File: config.mk
export PLATFORM = sky130hd
export DESIGN_NAME = serial_tx_piso
export DESIGN_NICKNAME = d
export VERILOG_FILES = /design/src/rtl/serial_tx_piso.sv
export SDC_FILE = /design/constraint.sdc
export NUM_CORES = 1
export LEC_CHECK = 0
export CORE_ASPECT_RATIO = 0.8
export CORE_MARGIN = 2
export CORE_UTILIZATION = 52
export DETAILED_ROUTE_END_ITERATION = 16
export GPL_ROUTABILITY_DRIVEN = 1
export PLACE_DENSITY_LB_ADDON = 0.25
export SLEW_MARGIN = 40
export SYNTH_ARGS = -nofsm -noshare
export SYNTH_HDL_FRONTEND = slang
export SYNTH_SLANG_ARGS = --single-unit
File: constraint.sdc
create_clock -name clk -period 2.25 [get_ports clk]
set_input_delay 0.225 -clock clk [delete_from_list [all_inputs] [get_ports clk]]
set_output_delay 0.225 -clock clk [all_outputs]
set_load 0.01 [all_outputs]
File: src/rtl/serial_tx_piso.sv
// Parallel-in/serial-out frame transmitter: start bit, WIDTH data bits, stop bit,
// each bit held DIV clocks. Word accepted via valid/ready while idle.
module serial_tx_piso #(
  parameter int WIDTH     = 8,
  parameter int DIV       = 4,
  parameter bit MSB_FIRST = 1'b0
) (
  input  logic             clk,
  input  logic             rst,
  input  logic [WIDTH-1:0] data_in,
  input  logic             load_valid,
  output logic             load_ready,
  output logic             tx_out,
  output logic             tx_active,
  output logic             done
);

  localparam int BAUD_W = (DIV > 1) ? $clog2(DIV) : 1;
  localparam int BIT_W  = (WIDTH > 1) ? $clog2(WIDTH) : 1;
  localparam logic [BAUD_W-1:0] BAUD_LAST = BAUD_W'(DIV - 1);
  localparam logic [BIT_W-1:0]  BIT_LAST  = BIT_W'(WIDTH - 1);

  localparam logic [1:0] IDLE  = 2'd0;
  localparam logic [1:0] START = 2'd1;
  localparam logic [1:0] DATA  = 2'd2;
  localparam logic [1:0] STOP  = 2'd3;

  logic [1:0]        state;
  logic [BAUD_W-1:0] baud_cnt;
  logic [BIT_W-1:0]  bit_cnt;
  logic [WIDTH-1:0]  sr;
  logic              baud_wrap;
  logic              next_bit;
  logic [WIDTH-1:0]  sr_shifted;

  // The outgoing bit is taken from the shift register and the register shifted
  // in the same edge, so tx_out stays registered for any WIDTH including 1.
  always_comb begin
    baud_wrap = (baud_cnt == BAUD_LAST);
    if (MSB_FIRST) begin
      next_bit   = sr[WIDTH-1];
      sr_shifted = sr << 1;
    end else begin
      next_bit   = sr[0];
      sr_shifted = sr >> 1;
    end
  end

  assign load_ready = (state == IDLE);

  always_ff @(posedge clk) begin
    if (!rst) begin
      state     <= IDLE;
      baud_cnt  <= '0;
      bit_cnt   <= '0;
      sr        <= '0;
      tx_out    <= 1'b1;
      tx_active <= 1'b0;
      done      <= 1'b0;
    end else begin
      case (state)
        IDLE: begin
          done      <= 1'b0;
          tx_out    <= 1'b1;
          tx_active <= 1'b0;
          baud_cnt  <= '0;
          bit_cnt   <= '0;
          if (load_valid) begin
            sr        <= data_in;
            state     <= START;
            tx_out    <= 1'b0;
            tx_active <= 1'b1;
          end
        end
        START: begin
          if (baud_wrap) begin
            baud_cnt <= '0;
            bit_cnt  <= '0;
            state    <= DATA;
            tx_out   <= next_bit;
            sr       <= sr_shifted;
          end else begin
            baud_cnt <= baud_cnt + 1'b1;
          end
        end
        DATA: begin
          if (baud_wrap) begin
            baud_cnt <= '0;
            if (bit_cnt == BIT_LAST) begin
              state  <= STOP;
              tx_out <= 1'b1;
            end else begin
              bit_cnt <= bit_cnt + 1'b1;
              tx_out  <= next_bit;
              sr      <= sr_shifted;
            end
          end else begin
            baud_cnt <= baud_cnt + 1'b1;
          end
        end
        STOP: begin
          if (baud_wrap) begin
            baud_cnt  <= '0;
            state     <= IDLE;
            tx_out    <= 1'b1;
            tx_active <= 1'b0;
            done      <= 1'b1;
          end else begin
            baud_cnt <= baud_cnt + 1'b1;
          end
        end
        default: state <= IDLE;
      endcase
    end
  end

endmodule
Word-level counts from Yosys, hierarchy flattened
Cells that the tools add are included.
Operators by class
  add/sub/neg operators: 2
  equal/unequal tests: 11
  multiplexer cells: 27
  reductions and logical operators: 9
Operators by type and width (count)
  2-to-1 mux 8 bit: 4
  case mux 8 bit (3 select lines): 1
  2-to-1 mux 2 bit: 6
  inequality test 2 bit, second input constant: 6
  AND reduction 5 bit: 2
  2-to-1 mux 3 bit: 3
  case mux 3 bit (3 select lines): 1
  case mux 2 bit (4 select lines): 1
  2-to-1 mux 1 bit: 7
  equality test 2 bit, second input constant: 3
  case mux 1 bit (2 select lines): 2
  case mux 1 bit (4 select lines): 1
  case mux 2 bit (2 select lines): 1
  AND reduction 4 bit: 1
  adder 3 x 1 -> 3 bit, second input constant: 1
  equality test 3 bit, second input constant: 1
  AND reduction 3 bit: 1
  nonzero test 3 bit: 1
  OR reduction 3 bit: 1
  adder 2 x 1 -> 2 bit, second input constant: 1
  equality test 2 x 1 -> 1 bit, second input constant: 1
  logical NOT 2 bit: 1
  AND reduction 2 bit: 1
  nonzero test 2 bit: 1
Storage, ports and cells
  register bits after elaboration: 18
  bits of input ports: 11
  output and inout port bits: 4
  logic and storage cells: 56

Logic depth before layout (Yosys ltp)
Gate-level depths: netlist of the first run.
  depth in word-level cells: 4
  gate-level depth with buffers: 7
  gate-level depth less buffers: 6

Least setup slack after synthesis of the first run
OpenSTA, ideal clock, no wires.
  kind: register to register
  from: reg bit_cnt[0]
  to: reg sr[0]
  data arrival time: 1.485 ns
  data required time: 2.131 ns
  slack: 0.646 ns
  stages on the path, launching flop included: 8
  buffers on the path: 1
  clock period less this slack: 1.604 ns
  path through: dfxtp_1 ha_1 ha_1 nand2b_4 and2_4 a211o_1 buf_6 mux2i_1
Between the ends
  cells in the longest elaborated chain, start to end: 3
RTL lines
  start: declaration: RTL line 30  | logic [BIT_W-1:0] bit_cnt;
  start signal: assignment: RTL line 93  | bit_cnt <= bit_cnt + 1'b1;
  equality test 3 bit: RTL line 89  | if (bit_cnt == BIT_LAST) begin
  inequality test 2 bit (no line)
  AND reduction 5 bit (no line)
  end signal: assignment: RTL line 69  | sr <= data_in;
  end signal: assignment: RTL line 81  | sr <= sr_shifted;
  end signal: assignment: RTL line 95  | sr <= sr_shifted;
  end: declaration: RTL line 31  | logic [WIDTH-1:0] sr;
No other way between the ends.
A chain may end at the register's enable or synchronous reset.

Worst setup path after layout of the first run
  from: reg state[0]
  to: out load_ready
Between the ends
  cells in the longest elaborated chain, start to end: 1
RTL lines
  start: declaration: RTL line 28  | logic [1:0] state;
  start signal: assignment: RTL line 53  | state <= IDLE;
  start signal: assignment: RTL line 70  | state <= START;
  start signal: assignment: RTL line 79  | state <= DATA;
  logical NOT 2 bit: RTL line 49  | assign load_ready = (state == IDLE);
  end: declaration: RTL line 12  | output logic load_ready,
No other way between the ends.

==> flow_summary_export.csv, run 1 <==
group,metric,value,unit
status,status,"complete, no violations",
power_and_ir_drop,power_switching_share,38.37,%
power_and_ir_drop,powerDensity,1258,mW/mm^2
cts,cts_resized,0,
logic_synthesis,yosysWarnings,0,
place,gp_congestion,0.8429,
routing,drt_first_pass_iters,4,
die,die_area,0.002278,sq mm
logic_synthesis,yosys-top-cells-area,"dfxtp_1, ha_1, mux2i_1",
timing,fmax,519.3,MHz
global_route,overflow,0,
routing,route.detailed.drc,0,
worst_setup_path,crit_path_end_kind,"output port",
global_route,grt_max_degree,19,
timing,min_period,1.926,ns
die,initial_core_util,54.01,%
power_and_ir_drop,p_int,906.9,uW
logic_synthesis,syn_area_per_cell,9.031,sq um
routing,wire_per_inst,13.05,um
logic_synthesis,synthArstFlopShare,0,%
layout,num_antenna_cells,0,
worst_setup_path,setup.worst_path.start_class,"register",
place,post-dp-hpwl,1416,um
power_and_ir_drop,vdd.ir_drop.worst,871.2,uV
place,io_buffers,14,
die,ios,15,
layout,syn2layout_area_growth,17.76,%
cts,cts_tree,"yes",
cts,clockBufferDepth,2,
timing,rsz0062_at_grt,"false",
cts,ctsHoldBuffers,0,
routing,vias,787,
logic_synthesis,synth-edff-count,0,
power_and_ir_drop,seq_power_share,33.3,%
cts,postCtsSetupBuffers,0,
routing,totalWireLength,1918,um
timing,worst_slack,0.3242,ns
logic_synthesis,synthesis.area,993.5,sq um
global_route,grt_first_pass_wirelength,3401,um
timing,worst-slew-pin-transition,0.4365,ns
timing,slew_headroom,70.90,%
power_and_ir_drop,switchingPower,564.7,uW
power_and_ir_drop,power_frac_comb,53.0,%
cts,cts_root_buffer,"clkbuf_4",
die,die_h,43.10,um
worst_setup_path,crit_fanout,7,
layout,seq_area,360.3,sq um
place,pre_cts_ws,0.4073,ns
worst_setup_path,critPathKind,"reg -> out",
routing,drt_iter0_drc,9,
worst_setup_path,critical_path_required,2.03,ns
logic_synthesis,synth_cell_types,28,
timing,finalCritPeriodShare,85.59,%
timing,finalSetupViolCount,0,
logic_synthesis,yosysTopAreaCellShare,36.27,%
cts,clk_pin_slew_worst_paths,0.11,ns
timing,tns,0,ns
logic_synthesis,syn_nets,129,
die,core_area,0.001839,sq mm
logic_synthesis,synthCells,110,
power_and_ir_drop,power_frac_clock,13.7,%
global_route,antenna_found_initial,0,
logic_synthesis,seq_area_frac_synth,36.27,%
cts,cts.sinks,18,
timing,whs,0.4480,ns
die,rows,14,
die,die_w,52.87,um
layout,layout-drive-gt1-share,12.20,%
worst_setup_path,reg2reg_setup_slack,0.39,ns
timing,slew_viol_final,0,
worst_hold_path,hold_class,"reg -> reg",
logic_synthesis,ys_ff_latch,18,
timing,skew,0.008461,ns
logic_synthesis,yosys.area.top_type,"dfxtp_1",
power_and_ir_drop,p_leak,0.0005007,uW
global_route,grt_pass1_vias,805,
layout,multi_input_area,573.1,sq um
routing,viasPerCell,5.354,
timing,finalHoldViolations,0,
cts,clock_latency,0.30,ns
cts,cts_made_buffers,3,
layout,nets,143,
cts,htree_levels,1,
logic_synthesis,synth_flop_cell,"dfxtp_1",
routing,ant_nets,0,
layout,fillers,157,
worst_setup_path,arrival,1.70,ns
global_route,gr-usage-all-layers,20.64,%
flow_run,cap_viol_max_count,0,
power by group through the flow:
stage               combinational, uW  sequential (uW)  clock (uW)
detailed placement                773              497           0
global placement                  745              485           0
CTS                               775              491         208
finish                            779              490         202
floorplan                         617              483           0
global route                      854              505         232
final timing paths:
kind / start / to / cells after the start
setup / recovery: state[0] / load_ready / 3
hold / removal: baud_cnt[0] / baud_cnt[0] / 1
setup reg to reg: bit_cnt[0] / sr[5] / 6
hold reg to reg: baud_cnt[0] / baud_cnt[0] / 1
stage by stage:
step | instances | cell area [sq um] | total power (uW) | util, %
final | 147 | 1170 | 1472 | 63.61
after global routing | 147 | 1170 | 1591 | 63.61
after floorplan | 110 | 993.5 | 1101 | -
after CTS | 147 | 1170 | 1474 | 63.61
after detailed placement | 143 | 1134 | 1270 | 61.63
after global placement | 143 | 1134 | 1230 | 61.63
per-layer routing:
metal | global-route usage [%] | vias up | wire (um)
li1 | - | 401 | -
met1 | 24.34 | 366 | 896
met2 | 34.00 | 18 | 932
met3 | 7.394 | 2 | 79
met4 | 7.692 | 0 | 10
met5 | 0 | - | 0
layout make-up:
cell class	instances	share of cell area, %
inverters	6	1.925
multi-input cells	80	48.98
well taps	24	2.567
repair buffers	15	12.62
clock buffers	4	3.102
flip-flops and latches	18	30.80
layout by cell type (no fill, tap or decap), types with 2 or more instances in the layout:
master | Yosys | final
ha_1 | 8 | 8
nor2_1 | 4 | 4
dfxtp_1 | 18 | 18
clkbuf_4 | 0 | 3
nand2_1 | 24 | 24
a21boi_0 | 3 | 3
o31ai_1 | 2 | 2
inv_1 | 6 | 6
clkdlybuf4s50_1 | 0 | 14
mux2_2 | 7 | 7
o21ai_0 | 6 | 6
a21oi_1 | 2 | 2
mux2i_1 | 9 | 9
synthesized netlist by cell type, types with 2 or more instances:
library cell and n:
mux2i_1 9, ha_1 8, dfxtp_1 18, nand2_1 24, clkbuf_1 4, inv_1 6, mux2_2 7, a21boi_0 3
o31ai_1 2, nor2_1 4, buf_6 2, a21oi_1 2, o21ai_0 6
worst max-delay path: stages, from the launching register on:
cell	delay, ns
dfxtp_1	0.35
inv_1	0.13
ha_1	0.33
clkdlybuf4s50_1	0.59
state kept, by name, summed over array words and instances, names as in the netlist:
name,flops
sr,8
bit_cnt,3
baud_cnt,2
state,2
done,1
tx_active,1
tx_out,1
logic make-up (layout without fill, tap and decap cells):
family          Yosys count  count (layout)  share of synthesized area [%]
simple gates             37              37                          18.01
fa+ha+maj                 8               8                          10.08
compound gates           19              19                          12.60
flops                    18              18                          36.27
buf+inv                  12              25                          6.045
mux                      16              16                          17.00
Power figures use the tool's default switching activity.
==> run 2, diff against run 1 <==
--- a/config.mk
+++ b/config.mk
@@ -5,6 +5,7 @@
 export SDC_FILE = /design/constraint.sdc
 export NUM_CORES = 1
 export LEC_CHECK = 0
+export CAP_MARGIN = 15
 export CORE_ASPECT_RATIO = 0.8
 export CORE_MARGIN = 2
 export CORE_UTILIZATION = 52
==> constraint.sdc (replaced) <==
create_clock -name clk -period 2 [get_ports clk]
set_input_delay 0.2 -clock clk [delete_from_list [all_inputs] [get_ports clk]]
set_output_delay 0.2 -clock clk [all_outputs]
set_load 0.01 [all_outputs]
==> flow_summary_export.csv, run 2 (synthesis results as in run 1) <==
group,metric,value,unit
flow_run,cap_viol_max_count,0,
die,core_area,0.001839,sq mm
layout,nets,143,
place,place_area,0.001134,sq mm
layout,largest-register,"sr",
power_and_ir_drop,p_leak,0.0005007,uW
die,die_area,0.002278,sq mm
layout,mostFrequentLayoutCells,"nand2_1, dfxtp_1, clkdlybuf4s50_1",
cts,postCtsSetupBuffers,0,
place,io_buffers,14,
global_route,grt_first_pass_wirelength,3360,um
power_and_ir_drop,power_frac_comb,52.9,%
layout,multi_input_area,573.1,sq um
timing,slew_headroom,70.83,%
layout,layout-drive-gt1-share,12.20,%
worst_setup_path,cp.buffers_inverters,2,
power_and_ir_drop,power_switching_share,38.01,%
routing,wire_per_inst,12.69,um
timing,min_period,1.870,ns
power_and_ir_drop,power_frac_clock,13.7,%
layout,num_antenna_cells,0,
power_and_ir_drop,powerDensity,1406,mW/mm^2
layout,layout_commonest_cell,"nand2_1",
global_route,gr-usage-all-layers,20.32,%
global_route,overflow,0,
worst_setup_path,reg2reg_setup_slack,0.15,ns
power_and_ir_drop,switchingPower,625.4,uW
cts,ctsHoldBuffers,0,
die,ios,15,
worst_setup_path,r2r-start,"bit_cnt[0]",
routing,ant_nets,0,
cts,cts_root_buffer,"clkbuf_4",
timing,finalSetupViolCount,0,
cts,htree_levels,1,
layout,syn2layout_area_growth,17.76,%
die,die_w,52.87,um
cts,clock_latency,0.29,ns
worst_setup_path,critPathKind,"reg -> out",
routing,drt_first_pass_iters,4,
worst_setup_path,crit_path_end,"load_ready",
layout,seq_area,360.3,sq um
place,post-dp-hpwl,1434,um
routing,drt_iter0_drc,38,
power_and_ir_drop,p_int,1020,uW
layout,reg.largest.list,"sr x8, bit_cnt x3",
cts,clockBufferDepth,2,
routing,vias,803,
cts,cts_made_buffers,3,
cts,cts.sinks,18,
global_route,grt_pass1_vias,775,
worst_setup_path,startpoint,"state[0]",
layout,fillers,158,
worst_setup_path,r2r-end,"sr[5]",
routing,route.detailed.drc,0,
routing,totalWireLength,1865,um
die,rows,14,
worst_setup_path,crit_path_max_incr_delay,0.59,ns
worst_setup_path,crit_path_end_kind,"output port",
cts,clk_pin_slew_worst_paths,0.10,ns
timing,skew,0.002183,ns
worst_setup_path,r2r_cells,6,
cts,cts_resized,0,
worst_setup_path,crit_fanout,7,
status,status,"complete, no violations",
worst_setup_path,path_cells,"inv_1, ha_1, clkdlybuf4s50_1",
place,gp_congestion,0.8419,
cts,cts_tree,"yes",
timing,rsz0062_at_grt,"false",
worst_setup_path,cp_top_family,"buffers and inverters",
timing,finalCritPeriodShare,93.51,%
power_and_ir_drop,seq_power_share,33.3,%
global_route,antenna_found_initial,0,
worst_setup_path,critical_path_required,1.80,ns
power_and_ir_drop,vdd.ir_drop.worst,909.3,uV
timing,worst-slew-pin-transition,0.4375,ns
timing,fmax,534.7,MHz
die,die_h,43.10,um
timing,slew_viol_final,0,
worst_hold_path,hold_class,"reg -> reg",
layout,finalInstanceArea,0.001170,sq mm
timing,tns,0,ns
layout,largest_reg_flops,8,
die,initial_core_util,54.01,%
worst_setup_path,arrival,1.67,ns
worst_setup_path,cp.depth,3,
routing,viasPerCell,5.463,
timing,finalHoldViolations,0,
worst_setup_path,setup.worst_path.start_class,"register",
global_route,grt_max_degree,19,
worst_setup_path,slowest_stage,"clkdlybuf4s50_1",
## run 2: cell counts in the layout (fill, tap and decap cells not counted)
Identical to the previous run, type by type.
## run 2: worst min path at each step
stage | slack [ns] | depth (start not counted) | start | to
3_5_place_dp | 0.43 | 1 | baud_cnt[0] | baud_cnt[0]
6_report | 0.44 | 1 | baud_cnt[0] | baud_cnt[0]
2_1_floorplan | 0.37 | 2 | data_in[7] | sr[7]
3_3_place_gp | 0.41 | 1 | baud_cnt[0] | baud_cnt[0]
4_1_cts | 0.45 | 1 | baud_cnt[0] | baud_cnt[0]
5_1_grt | 0.48 | 1 | baud_cnt[0] | baud_cnt[0]
## run 2: per-stage QoR
stage | setup WS [ns] | util [%] | hold WS (ns) | std cells | power (uW)
after CTS | 0.1269 | 63.61 | 0.4452 | 147 | 1655
final | 0.1299 | 63.61 | 0.4430 | 147 | 1645
after global routing | 0.03356 | 63.61 | 0.4845 | 147 | 1776
after global placement | 0.2557 | 61.63 | 0.4144 | 143 | 1384
after detailed placement | 0.1770 | 61.63 | 0.4298 | 143 | 1427
after floorplan | 0.3957 | - | 0.3665 | 110 | 1238
## run 2: layout make-up
class	instances	share of cell area, %
multi-input combinational	80	48.98
clock buffer	4	3.102
inverter	6	1.925
tap	24	2.567
timing repair buffer	15	12.62
sequential	18	30.80
## run 2: power by group through the flow
stage | Clock, uW | Combinational, uW | Sequential (uW)
3_3_place_gp | 0 | 839 | 545
5_1_grt | 255 | 958 | 563
6_report | 226 | 871 | 548
4_1_cts | 233 | 872 | 550
3_5_place_dp | 0 | 869 | 558
2_1_floorplan | 0 | 695 | 543
## run 2: worst reg2reg max path: cells and delay by family, from the launching register on
| family | cells | cell delay, ns |
|---|---|---|
| DFF | 1 | 0.33 |
| AOI/OAI and AO/OA | 1 | 0.44 |
| and+or+nand+nor | 2 | 0.32 |
| adders and majority gates | 2 | 0.43 |
| muxes | 1 | 0.19 |
## run 2: layer usage
metal  vias to the layer above  wire (um)  share of wire, %  global-route usage (%)
met5                         -          0                 0                       0
met4                         0         18              0.97                   6.154
met3                         2         93               5.0                   7.394
met2                        19        901                48                   33.00
met1                       380        851                46                   24.89
li1                        402          -                 -                       -
